### src/rtl/mux_rr_arbiter.sv
// Round-robin arbiter with burst locking for a shared 4:1 mux tree.
// One requester owns the resource until its burst ends by a last beat,
// by reaching MAX_BURST beats, or by dropping its request. On burst end
// the next owner is picked on the same edge, so there is no bubble cycle.
module mux_rr_arbiter #(
  parameter int N         = 4,
  parameter int MAX_BURST = 4
) (
  input  logic         clk,
  input  logic         reset,
  input  logic [N-1:0] req,
  input  logic [N-1:0] last,
  input  logic         ready,
  output logic [N-1:0] grant,
  output logic [1:0]   sel,
  output logic         busy,
  output logic         beat
);

  typedef enum logic {IDLE, OWN} state_t;

  state_t       state, state_n;
  logic [1:0]   ptr, ptr_n;
  logic [3:0]   cnt, cnt_n;
  logic [1:0]   sel_n;
  logic [N-1:0] grant_n;
  logic [N-1:0] cand;
  logic [1:0]   scan_from;
  logic         arb;
  logic [2:0]   pick;

  // First set bit of r scanning start, start+1, ... with wrap.
  // Returns {found, index}.
  function automatic logic [2:0] rr_pick(input logic [N-1:0] r,
                                         input logic [1:0]   start);
    logic [2:0] res;
    logic [1:0] idx;
    res = 3'b000;
    for (int k = N - 1; k >= 0; k--) begin
      idx = start + 2'(k);
      if (r[idx]) res = {1'b1, idx};
    end
    return res;
  endfunction

  assign busy = (state == OWN);
  assign beat = busy & req[sel] & ready;

  // Next-state: burst bookkeeping, then a shared arbitration step used
  // both when leaving IDLE and when a burst ends.
  always_comb begin
    state_n   = state;
    ptr_n     = ptr;
    cnt_n     = cnt;
    sel_n     = sel;
    grant_n   = grant;
    cand      = req;
    scan_from = ptr;
    arb       = 1'b0;
    pick      = 3'b000;
    case (state)
      IDLE: begin
        if (|req) arb = 1'b1;
      end
      OWN: begin
        if (!req[sel]) begin
          // abandon: owner gave up, it must not win the re-arbitration
          arb         = 1'b1;
          cand[sel]   = 1'b0;
        end else if (beat && last[sel]) begin
          arb         = 1'b1;
          cand[sel]   = 1'b0;
        end else if (beat && (cnt + 4'd1 == 4'(MAX_BURST))) begin
          // forced release: owner stays eligible but is scanned last
          arb         = 1'b1;
        end else if (beat) begin
          cnt_n       = cnt + 4'd1;
        end
        if (arb) begin
          ptr_n     = sel + 2'd1;
          scan_from = sel + 2'd1;
        end
      end
      default: state_n = IDLE;
    endcase
    if (arb) begin
      pick  = rr_pick(cand, scan_from);
      cnt_n = 4'd0;
      if (pick[2]) begin
        state_n = OWN;
        sel_n   = pick[1:0];
        grant_n = N'(1) << pick[1:0];
      end else begin
        state_n = IDLE;
        grant_n = '0;
      end
    end
  end

  // State register; reset wins over any burst in progress.
  always_ff @(posedge clk) begin
    if (reset) begin
      state <= IDLE;
      ptr   <= 2'd0;
      cnt   <= 4'd0;
      sel   <= 2'd0;
      grant <= '0;
    end else begin
      state <= state_n;
      ptr   <= ptr_n;
      cnt   <= cnt_n;
      sel   <= sel_n;
      grant <= grant_n;
    end
  end

endmodule
### config.mk
export PLATFORM = sky130hd
export DESIGN_NAME = mux_rr_arbiter
export DESIGN_NICKNAME = d
export VERILOG_FILES = /design/src/rtl/mux_rr_arbiter.sv
export SDC_FILE = /design/constraint.sdc
export NUM_CORES = 1
export LEC_CHECK = 0
export ABC_AREA = 1
export BUFFER_PORTS_ARGS = -buffer_cell sky130_fd_sc_hd__buf_2
export CAP_MARGIN = 10
export CORE_UTILIZATION = 39
export DETAILED_ROUTE_END_ITERATION = 6
export GPL_TIMING_DRIVEN = 0
export PLACE_DENSITY = 0.63
export SLEW_MARGIN = 20
export SYNTH_ARGS = -nofsm -noshare
export SYNTH_HDL_FRONTEND = slang
export SYNTH_SLANG_ARGS = --single-unit
export TNS_END_PERCENT = 30
### constraint.sdc
create_clock -name clk -period 2.55 [get_ports clk]
set_input_delay 0.1275 -clock clk [delete_from_list [all_inputs] [get_ports clk]]
set_output_delay 0.1275 -clock clk [all_outputs]
set_load 0.05 [all_outputs]
==> results of run 1 <==
power groups by stage:
stage	combinational (uW)	clock [uW]	sequential [uW]
floorplan	967	0	416
global placement	1270	0	310
detailed placement	1300	0	313
CTS	1310	132	307
global route	1470	143	315
finish	1300	127	306
critical path: stages (launching register included):
cell and delay (ps):
dfxtp_1 430, ha_1 200, inv_1 40, nand2_1 80
nand2_1 50, nor2_1 80, nand2_1 70, nand2_2 90
nand2_4 80, nand2_4 100, nand2_4 70, nand2_4 100
nand2_2 90, nand3_2 90, nand2_1 70, nor2_1 110
nand3_1 80, nand2_1 120, nand2_1 100, o21bai_2 130
layout make-up:
class	instances	area [um2]	area share, %
multi-input cells	139	796	59.4
plain buffers	1	11.3	0.840
repair buffers	18	90.1	6.72
clock buffers	4	26.3	1.96
flip-flops and latches	13	260	19.4
inverters	30	118	8.78
well taps	31	38.8	2.89
metal layers:
layer | part of all wire (%) | GRT usage (%) | vias to the layer above
met3 | 1.2 | 2.04 | 2
li1 | - | - | 611
met1 | 47 | 21.1 | 506
met5 | 0 | 0 | -
met4 | 0.67 | 5.92 | 0
met2 | 51 | 35.1 | 9
cells in the final DEF, fill, tap and decap left out, types with 2 or more instances in the layout:
cell / count
a21oi_1: 6
nand3b_1: 2
dfxtp_1: 13
nand2_2: 10
nand3_2: 6
nand2_4: 5
nor2_1: 14
nand3_1: 12
nor2_4: 2
o21ai_0: 2
nand2_1: 61
nand3_4: 2
clkbuf_4: 3
nand4_1: 2
ha_1: 6
inv_2: 3
o21ai_1: 3
inv_1: 26
buf_2: 18
flip-flops by register name, indices dropped and copies added (netlist names):
signal / flops
busy: 1
cnt: 4
grant: 4
ptr: 2
sel: 2
metrics by stage:
step                      instance area, um2  std cells  worst slack, ps  utilization [%]  power, uW
after floorplan                         1180        183              278                -       1380
after global placement                  1310        232              426             46.4       1580
after detailed placement                1310        232              322             46.4       1610
after CTS                               1340        236              302             47.4       1750
after global routing                    1340        236             17.6             47.4       1930
final                                   1340        236              290             47.4       1740
final timing paths:
| check | start | end | slack, ps | depth (start not counted) |
|---|---|---|---|---|
| setup / recovery | cnt[0]$_SDFFE_PP0P_ | grant[3]$_SDFFE_PP0P_ | 290 | 19 |
| hold / removal | reset | ptr[1]$_SDFF_PP0_ | 90 | 2 |
| setup reg to reg | cnt[0]$_SDFFE_PP0P_ | grant[3]$_SDFFE_PP0P_ | 290 | 19 |
| hold reg to reg | grant[1]$_SDFFE_PP0P_ | grant[1]$_SDFFE_PP0P_ | 460 | 2 |
logic make-up after synthesis:
| family | Yosys count | share of synthesized area [%] |
|---|---|---|
| simple gates | 119 | 53.7 |
| xor+xnor | 1 | 0.739 |
| fa+ha+maj | 6 | 6.34 |
| buf+inv | 31 | 10.9 |
| flops | 13 | 22.0 |
| compound gates | 13 | 6.34 |
==> impl_results.md, run 1 <==
- Register area share after synthesis: 22.0%
- Final setup TNS: 0 ps
- Data required, critical path: 2760 ps
- CTS tree: built
- Row count: 19
- Yosys reg bits: 13
- Rel. slew slack: 61.1%
- Initial antenna violation count: 0
- TritonRoute pass-1 iters: 4
- Hold slack final: 92.0 ps
- Final Hold Viols: 0
- Worst-path clk slew: 80 ps
- Die X: 57.1 um
- Post-synth EDFFs: 0
- Worst Skew: 0.838 ps
- Max Slew Vio Count: 0
- CTS Buf Count: 3
- Initial DRC count: 21
- Cts hold-fix bufs: 0
- Die ar.: 3260 um2
- Ys flop type: dfxtp_1
- Via count: 1128
- Count of cell types in the netlist: 25
- Comb power frac: 75.0%
- Maximum VDD drop: 694 uV
- Status: finished clean
- Syn Area/Cell: 6.47 um2
- Core area: 2830 um2
- Synth warn: 0
- MaxCap Viol Count: 0
- RSZ-0062 raised after global routing: no
- Initial Utilization: 41.9%
- Synth top area share: 22.0%
- # IOs: 19
- Sw frac: 58.0%
- Fraction of registers with async set/reset: 0%
- CP startpoint kind: register
- Switching power: 1010 uW
- Detail Placement HPWL: 2.12 mm
- Final Setup Violations: 0
- DRC violations left: 0
- Chip Height: 57.1 um
- GPL Wtd Cong: 0.788
- Period minus WS final: 2260 ps
- Crit Path Category: register to register
- Synth cell count leaders: 61 x nand2_1, 26 x inv_1, 14 x nor2_1
- Tot GR Track Use: 18.4%
- # H-tree levels: 1
- Top cells by area, synth: dfxtp_1 22%, nand2_1 19%, inv_1 8.2%
- Worst-Margin Slew: 578 ps
- Peak Freq: 442 MHz
- PwrDens: 1300 nW/um2
- Fill count: 278
- CTS root buf: clkbuf_4
- Most numerous cell in the Yosys netlist: nand2_1
- P_leak: 0.000731 uW
- Cells after Synth: 183
- Clock Latency Late Sink: 270 ps
- WP data arrival: 2470 ps
- Share of cells above drive strength 1: 26.8%
- Tcrit/Tclk final: 88.6%
- Nets: 223
- Total wire length: 2.55 mm
- CTS sink count: 13
- Antenna fix cells: 0
- Net Count, Synth: 200
- DRT antenna net count: 0
- Vias in the first global route: 1185
- CTS resizes: 0
- Area leader, netlist: dfxtp_1
- Gr ovfl total: 0
- Worst min path class: input pin to register
- P&R area growth vs syn: 13.1%
- Port Buffers: 18
- Global-route wire length before repair: 4.75 mm
- Clk pwr share: 7.3%
- Post-CTS setup buffers: 0
- Mapped Area: 1180 um2
- Pin count of the biggest net entering global routing: 10
- Crit-path max FO: 8
- Internal Power: 730 uW
- Detailed-route vias per instance: 4.78
- Sequential power share: 17.6%
- Clock tree buffer depth: 2
- WL/cell: 10.8 um
- Critical Path Sink Type: register
No activity file was read; power rests on OpenSTA's default activity.
==> run 2, diff against run 1 <==
- clock period: 2.55 -> 2.2 ns (I/O delays scaled with it)
==> impl_results.md, run 2 (synthesis gave the netlist of run 1 again) <==
- Worst-path clk slew: 80 ps (about the same)
- Vias in the first global route: 1052 (-11%)
- Initial Utilization: 41.9% (unchanged)
- Nets: 229 (+2.7%)
- Hold slack final: 78.8 ps (-13.2 ps)
- Maximum VDD drop: 1020 uV (+46%)
- RSZ-0062 raised after global routing: yes
- Core area: 2830 um2 (unchanged)
- MaxCap Viol Count: 0 (unchanged)
- Tcrit/Tclk final: 97.6% (+9.0 points)
- Met3 Usage GRT: 4.08% (+2.0 points)
- Crit-path slowest cell: dfxtp_4
- GR peak layer: met2
- M2 GR Usage: 34.3% (-0.84 points)
- Critical Path Sink Type: register
- Final setup TNS: 0 ps (unchanged)
- WP data arrival: 2360 ps (-110 ps)
- Final Setup Violations: 0 (unchanged)
- CTS Buf Count: 3 (unchanged)
- Worst R2R End: grant[2]$_SDFFE_PP0P_
- Detailed-route vias per instance: 4.91 (+2.7%)
- DRC violations left: 0 (unchanged)
- Reg2Reg Depth: 17 (-2)
- P&R area growth vs syn: 29.5%
- Cells on Worst Hold Path: 2 (unchanged)
- Worst Skew: 0.930 ps (+0.0919 ps)
- Fin cells: 242 (+2.5%)
- Clock tree buffer depth: 2 (unchanged)
- Final Hold Viols: 0 (unchanged)
- Global-route wire length before repair: 4.68 mm (-1.5%)
- Initial antenna violation count: 0 (unchanged)
- Worst path most repeated cell: nand2_1
- Antenna fix cells: 0 (unchanged)
- Die ar.: 3260 um2 (unchanged)
- GR Layer Usage met1: 21.3% (+0.11 points)
- Worst Path Buf+Inv: 2 (+1)
- Period minus WS final: 2150 ps (-112 ps)
- TritonRoute pass-1 iters: 4 (unchanged)
- Cell area after layout: 1530 um2 (+14%)
- Detail Placement HPWL: 2.12 mm (about the same)
- # H-tree levels: 1 (unchanged)
- Placed cells: 232 (unchanged)
- DRT antenna net count: 0 (unchanged)
- Max Slew Vio Count: 0 (unchanged)
- Worst reg2reg setup slack: 50 ps (-240 ps)
- Crit-path max FO: 6 (-2)
- Final core occ: 54.2% (+6.9 points)
- Most common cell after layout, fill and taps aside: nand2_1
- CTS tree: built
- Fill count: 278 (unchanged)
- Worst min path class: input pin to register
- Worst setup startpoint: sel[0]$_SDFFE_PP0P_
- Hold Path Origin: reset
- Worst-Margin Slew: 604 ps (+26.0 ps)
- Internal Power: 998 uW (+37%)
- Share of cells above drive strength 1: 40.3% (+13 points)
- Rel. slew slack: 59.4% (-1.7 points)
- Switching power: 1330 uW (+32%)
- Status: finished clean
- Data required, critical path: 2410 ps (-350 ps)
- Total wire length: 2.91 mm (+14%)
- Chip Height: 57.1 um (unchanged)
- Die X: 57.1 um (unchanged)
- Top Family by Delay on Critical Path: simple AND/OR/NAND/NOR gates
- PwrDens: 1520 nW/um2 (+17%)
- Post-DP Area: 1320 um2 (about the same)
- Cells along the critical path: buf_8, nand2_1, o21ai_2, nand2_1, nand2_2, inv_2, nand2_4, nand3b_1, nand2_4, nand2_1, nand2_1, nor2_1, nor2_1, nand3_1, nand2_2, nand2_1, o21ai_1
- Clk pwr share: 6.2% (-1.1 points)
- Tot GR Track Use: 18.2% (-0.15 points)
- Peak Freq: 466 MHz (+5.2%)
- Hold path endpoint: busy$_SDFFE_PP0P_
- Row count: 19 (unchanged)
- Commonest non-fill, non-tap cells in the layout: 54 x nand2_1, 24 x inv_1, 18 x buf_2
- CTS sink count: 13 (unchanged)
- Reg2reg start: sel[0]$_SDFFE_PP0P_
- Pin count of the biggest net entering global routing: 10 (unchanged)
- Biggest regs: cnt: 4 flops, grant: 4 flops
- CP startpoint kind: register
- Crit Path Category: register to register
- # IOs: 19 (unchanged)
- Worst stage delay on the critical path: 380 ps (-50 ps)
- Comb power frac: 78.1% (+3.1 points)
- P_leak: 0.000797 uW (+9.1%)
- WL/cell: 12.0 um (+11%)
- Sw frac: 57.1% (-0.81 points)
- Port Buffers: 18 (unchanged)
- Sequential power share: 15.7% (-1.9 points)
- Gr ovfl total: 0 (unchanged)
- CTS root buf: clkbuf_4
- Cts hold-fix bufs: 0 (unchanged)
- GPL Wtd Cong: 0.788 (about the same)
- Clock Latency Late Sink: 270 ps (about the same)
- Initial DRC count: 33 (+57%)
- Via count: 1188 (+5.3%)
-- run 2: cell count changes in the layout (fill, tap and decap cells not counted), sizes merged --
cell / change
clkbuf: +1
buf: +5
-- run 2: how the worst max path moves through the flow --
stage                            endpoint  cells past startpoint
global placement      sel[0]$_SDFFE_PP0P_                     19
detailed placement    sel[0]$_SDFFE_PP0P_                     19
global route        grant[0]$_SDFFE_PP0P_                     18
finish              grant[2]$_SDFFE_PP0P_                     17
floorplan             sel[0]$_SDFFE_PP0P_                     16
CTS                 grant[0]$_SDFFE_PP0P_                     20
-- run 2: timing repair --
action,4_1_cts,5_1_grt
gates cloned,0,1
setup buffers,0,5
endpoints found under the hold margin,0,0
pin swaps,0,15
gates resized for setup,2,35
endpoints found under the setup margin,6,10
-- run 2: through the flow --
step	total power, uW	worst slack [ps]
after global placement	1830	74.3
after floorplan	1610	-0.0460
after global routing	2540	-94.0
final	2330	52.0
after detailed placement	1870	-44.3
after CTS	2030	4.49
-- run 2: power groups by stage --
stage	clock network, uW	logic, uW	registers (uW)
after floorplan	0	1120	484
after global placement	0	1470	362
after detailed placement	0	1510	366
after CTS	152	1520	360
after global routing	165	2000	375
final	145	1820	365
-- run 2: area by class of cell --
type	count	area (um2)	area share [%]
Buffer	1	15.0	0.979
Clock buffer	4	26.3	1.71
Inverter	30	118	7.67
Multi-Input combinational cell	139	910	59.3
Sequential cell	13	274	17.9
Tap cell	31	38.8	2.53
Timing Repair Buffer	24	153	9.95
-- run 2: worst reg2reg max path, delay by kind of cell (launching register included) --
family                 cells  cell delay [ps]
and+or+nand+nor           13             1320
DFF                        1              380
buffers and inverters      2              200
AOI/OAI and AO/OA          2              190
-- run 2: metal layers --
metal  part of all wire [%]  vias to the layer above
li1                       -                      623
met2                     54                       23
met1                     43                      540
met3                    2.6                        2
met4                   0.14                        0
met5                      0                        -
==> run 3, diff against run 2 <==
- CELL_PAD_IN_SITES_DETAIL_PLACEMENT: unset -> 0
- CELL_PAD_IN_SITES_GLOBAL_PLACEMENT: unset -> 1
- PLACE_DENSITY: 0.63 -> 0.83
==> impl_results.md, run 3 (synthesis gave the netlist of run 1 again) <==
- WP depth: 18 (+1)
- WL/cell: 11.5 um (-4.0%)
- P&R area growth vs syn: 36.4%
- Reg2reg start: cnt[1]$_SDFFE_PP0P_
- Failing checks: DRC
- Biggest regs: cnt: 4 flops, grant: 4 flops
- Chip Height: 57.1 um (unchanged)
- Tot GR Track Use: 17.5% (-0.71 points)
- Detailed-route vias per instance: 4.90 (-0.14%)
- WP data arrival: 2290 ps (-70 ps)
- Hold path endpoint: busy$_SDFFE_PP0P_
- Detail Placement HPWL: 2.11 mm (-0.42%)
- Initial Utilization: 41.9% (unchanged)
- Gr ovfl total: 0 (unchanged)
- Worst Skew: 3.72 ps (+2.79 ps)
- Tcrit/Tclk final: 96.2% (-1.5 points)
- Die X: 57.1 um (unchanged)
- Initial antenna violation count: 0 (unchanged)
- Post-DP Area: 1320 um2 (unchanged)
- Global-route wire length before repair: 4.58 mm (-2.1%)
- DRC violations left: 6 (+6)
- Row count: 19 (unchanged)
- Total wire length: 2.84 mm (-2.4%)
- Top Family by Delay on Critical Path: simple AND/OR/NAND/NOR gates
- Final Setup Violations: 0 (unchanged)
- Maximum VDD drop: 775 uV (-24%)
- RSZ-0062 raised after global routing: yes
- Worst min path class: input pin to register
- CTS Buf Count: 3 (unchanged)
- # H-tree levels: 1 (unchanged)
- Status: finished, violations left
- Worst stage delay on the critical path: 370 ps (about the same)
- Cells on Worst Hold Path: 2 (unchanged)
- TritonRoute pass-1 iters: 6 (+2)
- Fin cells: 246 (+1.7%)
- Period minus WS final: 2120 ps (-32.4 ps)
- Crit Path Category: register to register
- Clock tree buffer depth: 2 (unchanged)
- Critical Path Sink Type: register
- Cells along the critical path: ha_4, nand2_1, nand2_2, nor2_1, nand2_1, nand2_2, nand2_4, nand3b_1, nand2_4, nand2_2, nand2_2, nand3b_4, nor2_4, nor2_4, inv_2, nor2_4, nand2_1, nand2_1
- Worst Path Buf+Inv: 1 (-1)
- Port Buffers: 18 (unchanged)
- Data required, critical path: 2380 ps (-30 ps)
- CTS sink count: 13 (unchanged)
- Antenna fix cells: 0 (unchanged)
- CP startpoint kind: register
- Most common cell after layout, fill and taps aside: nand2_1
- Worst-path clk slew: 80 ps (about the same)
- # IOs: 19 (unchanged)
- Placed cells: 232 (unchanged)
- GPL Wtd Cong: 0.836 (+6.1%)
- Peak Freq: 473 MHz (+1.5%)
- Pre-CTS setup slack: -54.9 ps (-10.6 ps)
- PwrDens: 1550 nW/um2 (+1.7%)
- Commonest non-fill, non-tap cells in the layout: 44 x nand2_1, 25 x inv_1, 21 x nand2_2
- Core area: 2830 um2 (unchanged)
- Reg2Reg Depth: 18 (+1)
- P_leak: 0.000829 uW (+4.0%)
- Hold Path Origin: reset
- Initial DRC count: 48 (+45%)
- CTS root buf: clkbuf_4
- CTS tree: built
- MaxCap Viol Count: 0 (unchanged)
- Fill count: 277 (-0.36%)
- Rel. slew slack: 56.4% (-3.0 points)
- Vias in the first global route: 1123 (+6.7%)
- Via count: 1206 (+1.5%)
- Pin count of the biggest net entering global routing: 10 (unchanged)
- Share of cells above drive strength 1: 45.1% (+4.8 points)
- Max Slew Vio Count: 0 (unchanged)
- Clock Latency Late Sink: 270 ps (about the same)
- Crit-path slowest cell: dfxtp_4
- Cell area after layout: 1620 um2 (+5.4%)
- Die ar.: 3260 um2 (unchanged)
- Nets: 233 (+1.7%)
- Worst reg2reg setup slack: 80 ps (+30 ps)
- Worst Slack Setup Final: 84.4 ps (+32.4 ps)
- Final Hold Viols: 0 (unchanged)
- Worst R2R End: grant[0]$_SDFFE_PP0P_
- Worst-Margin Slew: 649 ps (+44.8 ps)
- Hold slack final: 89.8 ps (+10.9 ps)
- DRT antenna net count: 0 (unchanged)
- Crit-path max FO: 6 (unchanged)
run 3: metal layers:
layer / vias to the layer above / track usage (%) / share of wire [%]
met4: 0 / 5.23 / 0.95
met3: 5 / 2.04 / 3.6
li1: 632 / - / -
met5: - / 0 / 0
met2: 25 / 30.4 / 49
met1: 544 / 22.8 / 46
run 3: worst register-to-register path, delay by kind of cell (launching register included):
family | cells | cell delay, ps
DFF | 1 | 370
buffers and inverters | 1 | 80
adders and majority gates | 1 | 160
and+or+nand+nor | 16 | 1380
run 3: area by class of cell:
class,count,area [um2],share of cell area [%]
clock buffers,4,26.3,1.63
plain buffers,1,15.0,0.929
repair buffers,28,183,11.3
multi-input cells,139,956,59.1
inverters,30,125,7.74
flip-flops and latches,13,273,16.9
well taps,31,38.8,2.40
run 3: stage by stage:
step / utilization (%) / setup TNS, ps / total power, uW
floorplan: - / -0.0460 / 1610
global placement: 46.5 / 0 / 1840
finish: 57.1 / 0 / 2500
detailed placement: 46.5 / -101 / 1880
CTS: 47.5 / 0 / 2030
global route: 57.1 / -405 / 2720
run 3: what timing repair did:
| action | 4_1_cts | 5_1_grt |
|---|---|---|
| hold buffers | 0 | 0 |
| pin swaps | 0 | 22 |
| gates cloned | 0 | 1 |
| gates resized for setup | 2 | 47 |
| endpoints found under the setup margin | 5 | 10 |
| setup buffers | 0 | 9 |
| hold endpoints to repair | 0 | 0 |
run 3: how the worst max path moves through the flow:
| stage | startpoint | end |
|---|---|---|
| final | cnt[1]$_SDFFE_PP0P_ | grant[0]$_SDFFE_PP0P_ |
| after global placement | cnt[0]$_SDFFE_PP0P_ | grant[0]$_SDFFE_PP0P_ |
| after floorplan | sel[1]$_SDFFE_PP0P_ | sel[0]$_SDFFE_PP0P_ |
| after CTS | cnt[0]$_SDFFE_PP0P_ | grant[0]$_SDFFE_PP0P_ |
| after detailed placement | cnt[0]$_SDFFE_PP0P_ | grant[0]$_SDFFE_PP0P_ |
| after global routing | cnt[2]$_SDFFE_PP0P_ | grant[0]$_SDFFE_PP0P_ |
run 3: report_power, final:
part           switching, uW  internal (uW)  leakage [uW]
clock network           75.4           70.3     0.0000150
registers               63.9            299      0.000109
logic                   1260            726      0.000705
total                   1400           1100      0.000829
